$ cat config.mk
export PLATFORM = sky130hd
export DESIGN_NAME = seq_pattern_decoder
export DESIGN_NICKNAME = d
export VERILOG_FILES = /design/src/rtl/seq_pattern_decoder.sv
export SDC_FILE = /design/constraint.sdc
export NUM_CORES = 1
export LEC_CHECK = 0
export CAP_MARGIN = 20
export CORE_MARGIN = 2
export CORE_UTILIZATION = 40
export CTS_CLUSTER_DIAMETER = 100
export DETAILED_ROUTE_END_ITERATION = 7
export PLACE_DENSITY = 0.67
export REMOVE_ABC_BUFFERS = 1
export SLEW_MARGIN = 25
export SYNTH_ARGS = -nofsm -noshare
export SYNTH_HDL_FRONTEND = slang
export SYNTH_SLANG_ARGS = --single-unit
$ cat constraint.sdc
create_clock -name Clk -period 10.2 [get_ports Clk]
set_clock_uncertainty 0.1 [all_clocks]
set_input_delay 2.04 -clock Clk [delete_from_list [all_inputs] [get_ports Clk]]
set_output_delay 2.04 -clock Clk [all_outputs]
set_load 0.01 [all_outputs]
$ cat src/rtl/seq_pattern_decoder.sv
// Receive-side checker for the light-sequence generator: tracks which sequence
// runs on the active-low {CA,CB,CF,CG} lines, declares lock and counts illegal samples.
module seq_pattern_decoder #(
    parameter int unsigned LOCK_CYCLES = 2,
    parameter int unsigned ERR_W       = 8
) (
    input  logic             Clk,
    input  logic             Rst,
    input  logic             Tick,
    input  logic [3:0]       Seg,
    output logic [1:0]       Mode,
    output logic             Locked,
    output logic             Err,
    output logic [ERR_W-1:0] ErrCount
);

    typedef enum logic [1:0] {
        IDLE  = 2'b00,
        TRK_L = 2'b01,
        TRK_R = 2'b10,
        TRK_H = 2'b11
    } state_t;

    localparam logic [3:0] LOCK_N = 4'(LOCK_CYCLES);

    state_t     state, state_nx;
    logic [1:0] phase, phase_nx;
    logic [3:0] cnt, cnt_nx;
    logic [3:0] p;
    logic [1:0] last_ph, nxt_ph;
    logic [3:0] exp_pat;
    logic       reeval;
    logic       ev_close, ev_stop, ev_mismatch, ev_illegal;
    logic       err_nx, lock_nx;
    logic [1:0] mode_nx;

    assign p = ~Seg;

    function automatic logic [3:0] pattern(input state_t s, input logic [1:0] ph);
        logic [3:0] r;
        r = 4'b0000;
        case (s)
            TRK_L: case (ph)
                2'd1:    r = 4'b1000;
                2'd2:    r = 4'b1010;
                2'd3:    r = 4'b1011;
                default: r = 4'b0000;
            endcase
            TRK_R: case (ph)
                2'd1:    r = 4'b0100;
                2'd2:    r = 4'b0101;
                default: r = 4'b0000;
            endcase
            TRK_H:   r = (ph == 2'd1) ? 4'b1111 : 4'b0000;
            default: r = 4'b0000;
        endcase
        return r;
    endfunction

    always_comb begin
        case (state)
            TRK_L:   last_ph = 2'd3;
            TRK_R:   last_ph = 2'd2;
            TRK_H:   last_ph = 2'd1;
            default: last_ph = 2'd0;
        endcase
        nxt_ph  = (phase == last_ph) ? 2'd0 : phase + 2'd1;
        exp_pat = pattern(state, nxt_ph);
    end

    always_ff @(posedge Clk or negedge Rst) begin
        if (!Rst) begin
            state    <= IDLE;
            phase    <= '0;
            cnt      <= '0;
            Mode     <= '0;
            Locked   <= 1'b0;
            Err      <= 1'b0;
            ErrCount <= '0;
        end else begin
            state  <= state_nx;
            phase  <= phase_nx;
            cnt    <= cnt_nx;
            Mode   <= mode_nx;
            Locked <= lock_nx;
            Err    <= err_nx;
            if (err_nx && (ErrCount != '1))
                ErrCount <= ErrCount + 1'b1;
        end
    end

    // A mismatching sample is re-run through the IDLE rules so a new start
    // pattern is acquired immediately and costs exactly one Err.
    always_comb begin
        state_nx    = state;
        phase_nx    = phase;
        cnt_nx      = cnt;
        reeval      = 1'b0;
        ev_close    = 1'b0;
        ev_stop     = 1'b0;
        ev_mismatch = 1'b0;
        ev_illegal  = 1'b0;
        if (Tick) begin
            if (state == IDLE) begin
                reeval = 1'b1;
            end else if (p == exp_pat) begin
                phase_nx = nxt_ph;
                if (nxt_ph == 2'd0) begin
                    ev_close = 1'b1;
                    if (cnt < LOCK_N)
                        cnt_nx = cnt + 4'd1;
                end
            end else if ((phase == 2'd0) && (p == 4'b0000)) begin
                ev_stop  = 1'b1;
                state_nx = IDLE;
                phase_nx = '0;
                cnt_nx   = '0;
            end else begin
                ev_mismatch = 1'b1;
                reeval      = 1'b1;
            end
            if (reeval) begin
                phase_nx = 2'd1;
                cnt_nx   = '0;
                case (p)
                    4'b1000: state_nx = TRK_L;
                    4'b0100: state_nx = TRK_R;
                    4'b1111: state_nx = TRK_H;
                    default: begin
                        state_nx   = IDLE;
                        phase_nx   = '0;
                        ev_illegal = (p != 4'b0000);
                    end
                endcase
            end
        end
    end

    always_comb begin
        err_nx  = ev_mismatch | ev_illegal;
        lock_nx = Locked;
        mode_nx = Mode;
        if (ev_stop || ev_mismatch) begin
            lock_nx = 1'b0;
            mode_nx = 2'b00;
        end else if (ev_close && (cnt_nx == LOCK_N)) begin
            lock_nx = 1'b1;
            mode_nx = state;
        end
    end

endmodule

==> impl_metrics.yaml, run 1 <==
clock_tree:
  cts_setup_buffers: 0
  cts_htree_levels: 1
  cts.sinks: 20
  clk-insertion-delay-late_ns: 0.31
  cts_made_buffers: 3
  cts.clk_slew.worst_paths_ns: 0.12
  cts_tree: "done"
  hold_buffers: 0
  clockBufferDepth: 2
  cts_resized: 0
  root_buffer: "clkbuf_4"
floorplanning:
  dieArea_um2: 4030
  die_y_um: 63.5
  core_area_um2: 3360
  start_util_pct: 42.1
  fp.dieW_um: 63.5
  ios: 19
  fp-row-count: 21
grt:
  gr-total-overflow: 0
  grt-busiest-layer: "met2"
  gr-usage-met1_pct: 18.7
  grt_pass1_wl_mm: 5.25
  track_usage_pct: 16.0
  use_met3_pct: 4.64
  grt_max_degree: 21
  antenna_found_initial: 0
  use_met2_pct: 29.7
  grt_pass1_vias: 1128
min_path:
  hp-class: "reg2reg"
  min_path_cells: 1
cells_and_area:
  regArea_um2: 500
  multi_input_area_um2: 856
  antenna_cells: 0
  drive_above_1_share_pct: 11.1
  syn2layout_area_growth_pct: 18.6
  fillers: 346
  fin_nets: 184
critical_path:
  crit_path_end_kind: "register"
  slowest_delay_ns: 0.61
  critical-path-top-delay-family: "simple AND/OR/NAND/NOR gates"
  crit_fanout: 13
  r2r_cells: 12
  cpMaxStageDelayCell: "clkdlybuf4s50_1"
  critPathLaunchType: "input pin"
  cp.depth: 6
  crit_buf_inv: 1
  cp_cell_sequence: "clkdlybuf4s50_1, or3_1, a311oi_2, nor3_2, nor2_8, mux2_4"
  cp.arrival_ns: 4.12
  cp.required_ns: 10.31
  criticalPathCategory: "in2reg"
place:
  gp_congestion: 0.804
  dp_hpwl_mm: 2.28
  portBuffers: 18
drt:
  via_per_inst: 5.30
  post_drt_wl_per_cell_um: 13.9
  vias: 1102
  first_iter_violations: 39
  ant_nets: 0
  drc: 0
  drt_wl_total_mm: 2.89
  dr.pass1.iters: 4
pwr:
  irDropWorstVdd_mv: 0.120
  powerDensity_nw_per_um2: 172
  p_leak_nw: 0.723
  power_mw: 0.288
run:
  maxCapViolCount: 0
logic_synthesis:
  yosysWarnings: 0
  synth_edf_count: 0
  synth_common_cells: "20 x dfrtp_1, 14 x ha_1, 9 x inv_1, 9 x nand2_1"
  async_reset_ff_share_pct: 100
  yosys.area.top_type: "dfrtp_1"
  synth.most_common_cell: "dfrtp_1"
  synth_seq_cells: 20
  synthCells: 144
  netlist.area_leader.share_pct: 35.3
  synthTopCellsByArea: "dfrtp_1 35%, ha_1 12%, xor2_1 4.9%"
  synth.distinct_cells: 47
  ys.flop_type: "dfrtp_1"
  mappedNetlistArea_um2: 1420
  syn_area_per_cell_um2: 9.84
  yosysSeqAreaShare_pct: 35.3
sta:
  final-setup-viol-count: 0
  setup-tns-final_ns: 0
  worst_pin_slew_ns: 0.871
  period_needed_ns: 4.01
  maxSlewHeadroom_pct: 41.7
  post-route-period-util_pct: 39.3
  hold_viol: 0
  max_freq_ghz: 0.250
  rsz0062_at_grt: "no"
  slew_violations: 0
outcome:
  outcome: "finished, final reports clean"
-- power by group --
group	internal [mW]	switching (mW)
registers	0.0955	0.0211
logic	0.0549	0.0524
clock network	0.0398	0.0248
-- metal layers --
layer	part of all wire [%]	routed length [µm]	up-vias
met5	0	0	-
met4	0.86	25	0
met3	2.6	76	4
met2	53	1530	17
met1	43	1260	534
li1	-	-	547
-- per-stage QoR --
| stage | std cells | util [%] | cell area (µm²) | setup slack, ns | hold WS [ns] |
|---|---|---|---|---|---|
| 6_report | 208 | 50.0 | 1680 | 6.19 | 0.406 |
| 5_1_grt | 208 | 50.0 | 1680 | 6.06 | 0.432 |
| 4_1_cts | 208 | 50.0 | 1680 | 6.21 | 0.411 |
| 3_5_place_dp | 204 | 48.4 | 1630 | 5.86 | 0.387 |
| 3_3_place_gp | 204 | 48.4 | 1630 | 5.91 | 0.389 |
| 2_1_floorplan | 140 | - | 1390 | 6.62 | 0.364 |
-- worst paths after layout --
check                               from          end  slack (ns)
worst max-delay path              Seg[2]  ErrCount[1]        6.19
worst min-delay path             Mode[0]      Mode[0]        0.41
worst max register to register  state[0]  ErrCount[1]        6.45
worst min register to register   Mode[0]      Mode[0]        0.41
max in group asynchronous            Rst     phase[0]        7.34
min in group asynchronous            Rst  ErrCount[0]        2.11
-- layout make-up --
| cell class | count | area share [%] |
|---|---|---|
| clock inverter | 1 | 1.79 |
| sequential | 20 | 29.8 |
| tap | 46 | 3.43 |
| clock buffer | 3 | 1.34 |
| multi-input combinational | 111 | 50.9 |
| inverter | 9 | 2.01 |
| timing repair buffer | 18 | 10.7 |
-- state kept, by name, indices dropped and copies added (netlist names) --
name,flops
state,2
phase,2
cnt,4
Locked,1
Err,1
Mode,2
ErrCount,8
-- kinds of logic after synthesis --
family	count (synthesis)	synth area share, %
flip-flops	20	35.3
XOR/XNOR	12	7.42
AO/OA/AOI/OAI	29	15.0
AND/OR/NAND/NOR	55	24.6
adder cells (fa/ha/maj)	14	12.4
multiplexers	1	1.06
buffers and inverters	13	4.24
-- cells in the final DEF, fill, tap and decap left out, types with 2 or more instances in the layout --
| cell | n |
|---|---|
| nor2_1 | 8 |
| a21oi_1 | 5 |
| nor2b_1 | 3 |
| nand2b_1 | 3 |
| a31oi_1 | 2 |
| xor2_1 | 8 |
| nand4_1 | 2 |
| nand3_1 | 8 |
| and2_1 | 2 |
| clkdlybuf4s50_1 | 18 |
| nand2_1 | 9 |
| or3_1 | 2 |
| o32ai_1 | 2 |
| clkbuf_4 | 3 |
| a22o_1 | 2 |
| nor3_2 | 3 |
| ha_1 | 14 |
| nor3_1 | 2 |
| o21ai_2 | 2 |
| o21ai_0 | 4 |
| inv_1 | 9 |
| nand4b_1 | 2 |
| xnor2_1 | 4 |
| dfrtp_1 | 20 |
| a211oi_1 | 2 |
| nor3b_1 | 2 |
Note: power is estimated with default switching activity, not from simulation.
==> run 2, diff against run 1 <==
- clock period: 10.2 -> 3.82 ns (I/O delays scaled with it)
==> run 2 against run 1 <==
Design area decreased by 1.6%; critical path depth increased by 6; global-route usage is 0.83 points lower; flip-flop and latch count unchanged; clock power up 45%; combinational power grew to 2.7 times the previous value; die area unchanged; sequential share of layout area up 0.50 points; worst setup slack worse by 5.9 ns.
==> impl_metrics.yaml, run 2 (same netlist as run 1, synthesis figures left out) <==
outcome:
  outcome: "finished, final reports clean"
sta:
  post-route-period-util_pct: 91.4
  maxSlewHeadroom_pct: 42.4
  period_needed_ns: 3.49
  setup-tns-final_ns: 0
  slew_violations: 0
  fin_ws_ns: 0.329
  final-setup-viol-count: 0
  rsz0062_at_grt: "no"
  hold_viol: 0
  worst_pin_slew_ns: 0.861
  max_freq_ghz: 0.286
drt:
  top_layer: "met4"
  post_drt_wl_per_cell_um: 13.5
  wl_met2_mm: 1.43
  ant_nets: 0
  drc: 0
  drt_wl_total_mm: 2.80
  wl_met1_mm: 1.28
  via_per_inst: 5.20
  vias: 1076
  first_iter_violations: 59
  wl_met3_um: 63
  dr.pass1.iters: 4
cells_and_area:
  fin_nets: 184
  reg.largest.list: "ErrCount x8, cnt x4"
  final_common_cell: "dfrtp_1"
  largest_register_ff_count: 8
  final_util_pct: 49.1
  drive_above_1_share_pct: 11.2
  antenna_cells: 0
  syn2layout_area_growth_pct: 16.7
  most-common-layout-cells: "20 x dfrtp_1, 18 x clkdlybuf4s50_1, 14 x ha_1, 9 x inv_1, 9 x nand2_1"
  regMostFlops: "ErrCount"
  instances_no_fill: 207
pwr:
  p_leak_nw: 0.710
  seqPwrFrac_pct: 45.1
  irDropWorstVdd_mv: 0.212
  p_clk_share_pct: 13.6
  combPwrFrac_pct: 41.3
  powerDensity_nw_per_um2: 416
  internal_power_mw: 0.438
  power_mw: 0.687
  p_sw_share_pct: 36.3
  p_switching_mw: 0.249
critical_path:
  cp.arrival_ns: 3.58
  cp_cell_sequence: "inv_1, ha_1, xor2_1, o21ai_1, inv_1, ha_1, nand2b_1, or3_1, a311oi_2, nor3_2, nor2_8, mux2_4"
  cpMaxStageDelayCell: "dfrtp_1"
  r2r_cells: 12
  crit_path_end_kind: "register"
  rr_startpoint: "state[0]"
  r2r-end: "ErrCount[1]"
  crit_fanout: 7
  critical-path-top-delay-family: "simple AND/OR/NAND/NOR gates"
  crit_buf_inv: 2
  criticalPathCategory: "reg2reg"
  critPathLaunchType: "register"
  rrSetupSlack_ns: 0.33
  cp.required_ns: 3.91
  cp.depth: 12
  slowest_delay_ns: 0.45
clock_tree:
  cts.sinks: 20
  cts.clk_slew.worst_paths_ns: 0.10
  hold_buffers: 0
  cts_made_buffers: 3
  clk-insertion-delay-late_ns: 0.29
  cts_htree_levels: 1
  cts_setup_buffers: 0
  clockBufferDepth: 2
  cts_tree: "done"
  root_buffer: "clkbuf_4"
place:
  portBuffers: 18
  gp_congestion: 0.872
  place_inst: 204
  preCtsSetupSlack_ns: 0.188
  dp_hpwl_mm: 2.25
min_path:
  hp-class: "reg2reg"
  min_path_cells: 1
  min_from: "cnt[3]"
  holdPathEnd: "cnt[3]"
grt:
  antenna_found_initial: 0
  grt_max_degree: 21
  grt_pass1_wl_mm: 4.92
  track_usage_pct: 15.2
  grt_pass1_vias: 1102
  gr-total-overflow: 0
floorplanning:
  start_util_pct: 42.1
  die_y_um: 63.5
  dieArea_um2: 4030
  fp-row-count: 21
  ios: 19
  fp.dieW_um: 63.5
  core_area_um2: 3360
run:
  maxCapViolCount: 0
run 2: cell count changes in the layout (fill, tap and decap cells not counted):
cell / delta
bufinv_16: -1
nor2b_1: -1
nor2b_2: +1
o21ai_0: -1
o21ai_1: +1
run 2: power groups by stage:
stage | clock network, mW | registers (mW) | logic [mW]
2_1_floorplan | 0 | 0.322 | 0.149
3_3_place_gp | 0 | 0.313 | 0.278
3_5_place_dp | 0 | 0.314 | 0.285
4_1_cts | 0.0998 | 0.311 | 0.287
5_1_grt | 0.110 | 0.318 | 0.311
6_report | 0.0934 | 0.309 | 0.284
run 2: layer usage:
metal	global-route usage, %	up-vias
met2	26.7	12
met1	18.6	513
met5	0	-
li1	-	547
met4	3.26	0
met3	3.93	4
run 2: per-stage QoR:
step	hold slack [ns]	instance area, µm²
6_report	0.410	1650
5_1_grt	0.442	1650
4_1_cts	0.417	1650
3_5_place_dp	0.390	1630
3_3_place_gp	0.387	1630
2_1_floorplan	0.364	1390
run 2: worst max path at each step:
stage                  endpoint     start
detailed placement  ErrCount[1]  state[0]
finish              ErrCount[1]  state[0]
CTS                 ErrCount[1]  state[0]
global route        ErrCount[7]  state[0]
floorplan           ErrCount[1]  state[0]
global placement    ErrCount[1]  state[0]
run 2: what timing repair did:
| action | CTS | global route |
|---|---|---|
| setup endpoints to repair | 0 | 7 |
| resized for setup | 0 | 2 |
| hold endpoints to repair | 0 | 0 |
run 2: cell type report:
cell class                      count  area, µm²
Clock buffer                        3       22.5
Tap cell                           46       57.6
Inverter                            9       33.8
Multi-Input combinational cell    111        858
Sequential cell                    20        500
Timing Repair Buffer               18        180
Fill cell                         341       1710
==> run 3, diff against run 2 <==
- CORE_MARGIN: 2 -> unset
- PLACE_DENSITY: 0.67 -> 0.7
- clock period: 3.82 -> 2.8 ns (I/O delays scaled with it)
==> run 3 against run 2 <==
The run now ends with setup timing left; register-to-register slack worse by 0.53 ns; wire length grew 26%; total power rose by 60%; via count rose by 18%; flip-flop and latch count is the same; clock-buffer cell count is the same; sequential share of layout area is 7.6 points lower; critical endpoint unchanged; highest routed layer unchanged.
==> impl_metrics.yaml, run 3 (same netlist as run 1, synthesis figures left out) <==
clock_tree:
  root_buffer: "clkbuf_4"
  cts.sinks: 20
  cts.clk_slew.worst_paths_ns: 0.10
  cts_made_buffers: 3
  cts_tree: "done"
  cts_htree_levels: 1
  clockBufferDepth: 2
  hold_buffers: 0
  clk-insertion-delay-late_ns: 0.30
critical_path:
  cp_cell_sequence: "inv_2, ha_4, xor2_4, o21ai_2, inv_2, ha_4, nand2b_4, or3_1, a311oi_2, buf_4, nor3_4, nor2_8, mux2_4"
  slowest_delay_ns: 0.41
  crit_path_end_kind: "register"
  critPathLaunchType: "register"
  cp.arrival_ns: 3.10
  crit_fanout: 7
  cpMaxStageDelayCell: "dfrtp_1"
  cp.required_ns: 2.90
  criticalPathCategory: "reg2reg"
pwr:
  combPwrFrac_pct: 49.4
  powerDensity_nw_per_um2: 499
  p_leak_nw: 0.933
  irDropWorstVdd_mv: 0.349
  p_clk_share_pct: 12.3
  p_sw_share_pct: 36.8
  p_switching_mw: 0.405
  internal_power_mw: 0.694
  seqPwrFrac_pct: 38.4
sta:
  period_needed_ns: 3.00
  rsz0062_at_grt: "yes"
  maxSlewHeadroom_pct: 75.8
  fin_ws_ns: -0.204
  post-route-period-util_pct: 107
  final-setup-viol-count: 19
  slew_violations: 0
  max_freq_ghz: 0.333
  worst_pin_slew_ns: 0.360
  hold_viol: 0
floorplanning:
  die_y_um: 61.5
  start_util_pct: 42.1
  fp.dieW_um: 61.5
  fp-row-count: 21
  ios: 19
  core_area_um2: 3360
  dieArea_um2: 3780
grt:
  grt_pass1_wl_mm: 5.52
  grt_max_degree: 21
  antenna_found_initial: 0
  grt_pass1_vias: 1263
  gr-total-overflow: 0
  track_usage_pct: 19.9
drt:
  ant_nets: 0
  vias: 1272
  post_drt_wl_per_cell_um: 14.6
  first_iter_violations: 12
  drt_wl_total_mm: 3.52
  dr.pass1.iters: 4
  via_per_inst: 5.28
  drc: 0
min_path:
  hp-class: "reg2reg"
cells_and_area:
  fin_nets: 218
  final_util_pct: 65.6
  final_common_cell: "buf_4"
  most-common-layout-cells: "27 x buf_4, 20 x dfrtp_1, 18 x clkdlybuf4s50_1, 8 x ha_1"
  regMostFlops: "ErrCount"
  instances_no_fill: 241
  reg.largest.list: "ErrCount x8, cnt x4"
  antenna_cells: 0
  largest_register_ff_count: 8
  drive_above_1_share_pct: 44.1
  syn2layout_area_growth_pct: 55.7
place:
  place_inst: 228
  portBuffers: 18
  dp_hpwl_mm: 2.45
  preCtsSetupSlack_ns: -0.392
  gp_congestion: 0.826
run:
  maxCapViolCount: 0
outcome:
  outcome: "finished, violations left"
  violations: "setup timing"
[run 3: what timing repair did]
item	in CTS	in global routing
pin swaps	27	19
cloned	0	0
setup buffers	8	3
endpoints found under the setup margin	20	20
resized for setup	45	19
[run 3: worst paths after layout]
path | slack (ns) | startpoint | cells after the start | endpoint
max | -0.20 | state[0] | 13 | ErrCount[1]
min | 0.42 | Mode[1] | 1 | Mode[1]
max reg2reg | -0.20 | state[0] | 13 | ErrCount[1]
min reg2reg | 0.42 | Mode[1] | 1 | Mode[1]
max in group asynchronous | 1.90 | Rst | 2 | phase[0]
min in group asynchronous | 0.49 | Rst | 2 | ErrCount[1]
[run 3: layout make-up]
| class | instances | area, µm² |
|---|---|---|
| Clock buffer | 3 | 22.5 |
| Multi-Input combinational cell | 111 | 1120 |
| Inverter | 9 | 38.8 |
| Tap cell | 46 | 57.6 |
| Fill cell | 270 | 1160 |
| Timing Repair Buffer | 52 | 462 |
| Sequential cell | 20 | 500 |
[run 3: metrics by stage]
| stage | setup TNS [ns] | power, mW | cell area [µm²] | hold WS (ns) |
|---|---|---|---|---|
| global route | -4.31 | 1.17 | 2200 | 0.438 |
| detailed placement | -5.83 | 0.854 | 1810 | 0.387 |
| CTS | -2.16 | 1.06 | 2090 | 0.418 |
| global placement | -3.78 | 0.841 | 1810 | 0.387 |
| floorplan | -8.01 | 0.641 | 1390 | 0.164 |
| finish | -2.73 | 1.10 | 2200 | 0.416 |
[run 3: per-layer routing]
layer | global-route usage, % | up-vias | share of wire, %
li1 | - | 621 | -
met1 | 22.3 | 634 | 41
met3 | 3.78 | 4 | 2.0
met2 | 37.8 | 13 | 55
met5 | 0 | - | 0
met4 | 5.71 | 0 | 1.1
[run 3: power groups by stage]
stage | clock network [mW] | logic (mW) | registers [mW]
after floorplan | 0 | 0.203 | 0.439
after global placement | 0 | 0.416 | 0.424
after detailed placement | 0 | 0.426 | 0.428
after CTS | 0.137 | 0.500 | 0.422
after global routing | 0.152 | 0.586 | 0.432
final | 0.135 | 0.543 | 0.422
[run 3: critical path: cells and delay by family, from the launching register on]
family | cells | cell delay (ns)
flip-flops | 1 | 0.41
AND/OR/NAND/NOR | 4 | 0.70
buffers and inverters | 3 | 0.34
XOR/XNOR | 1 | 0.16
multiplexers | 1 | 0.31
adder cells (fa/ha/maj) | 2 | 0.45
AO/OA/AOI/OAI | 2 | 0.42
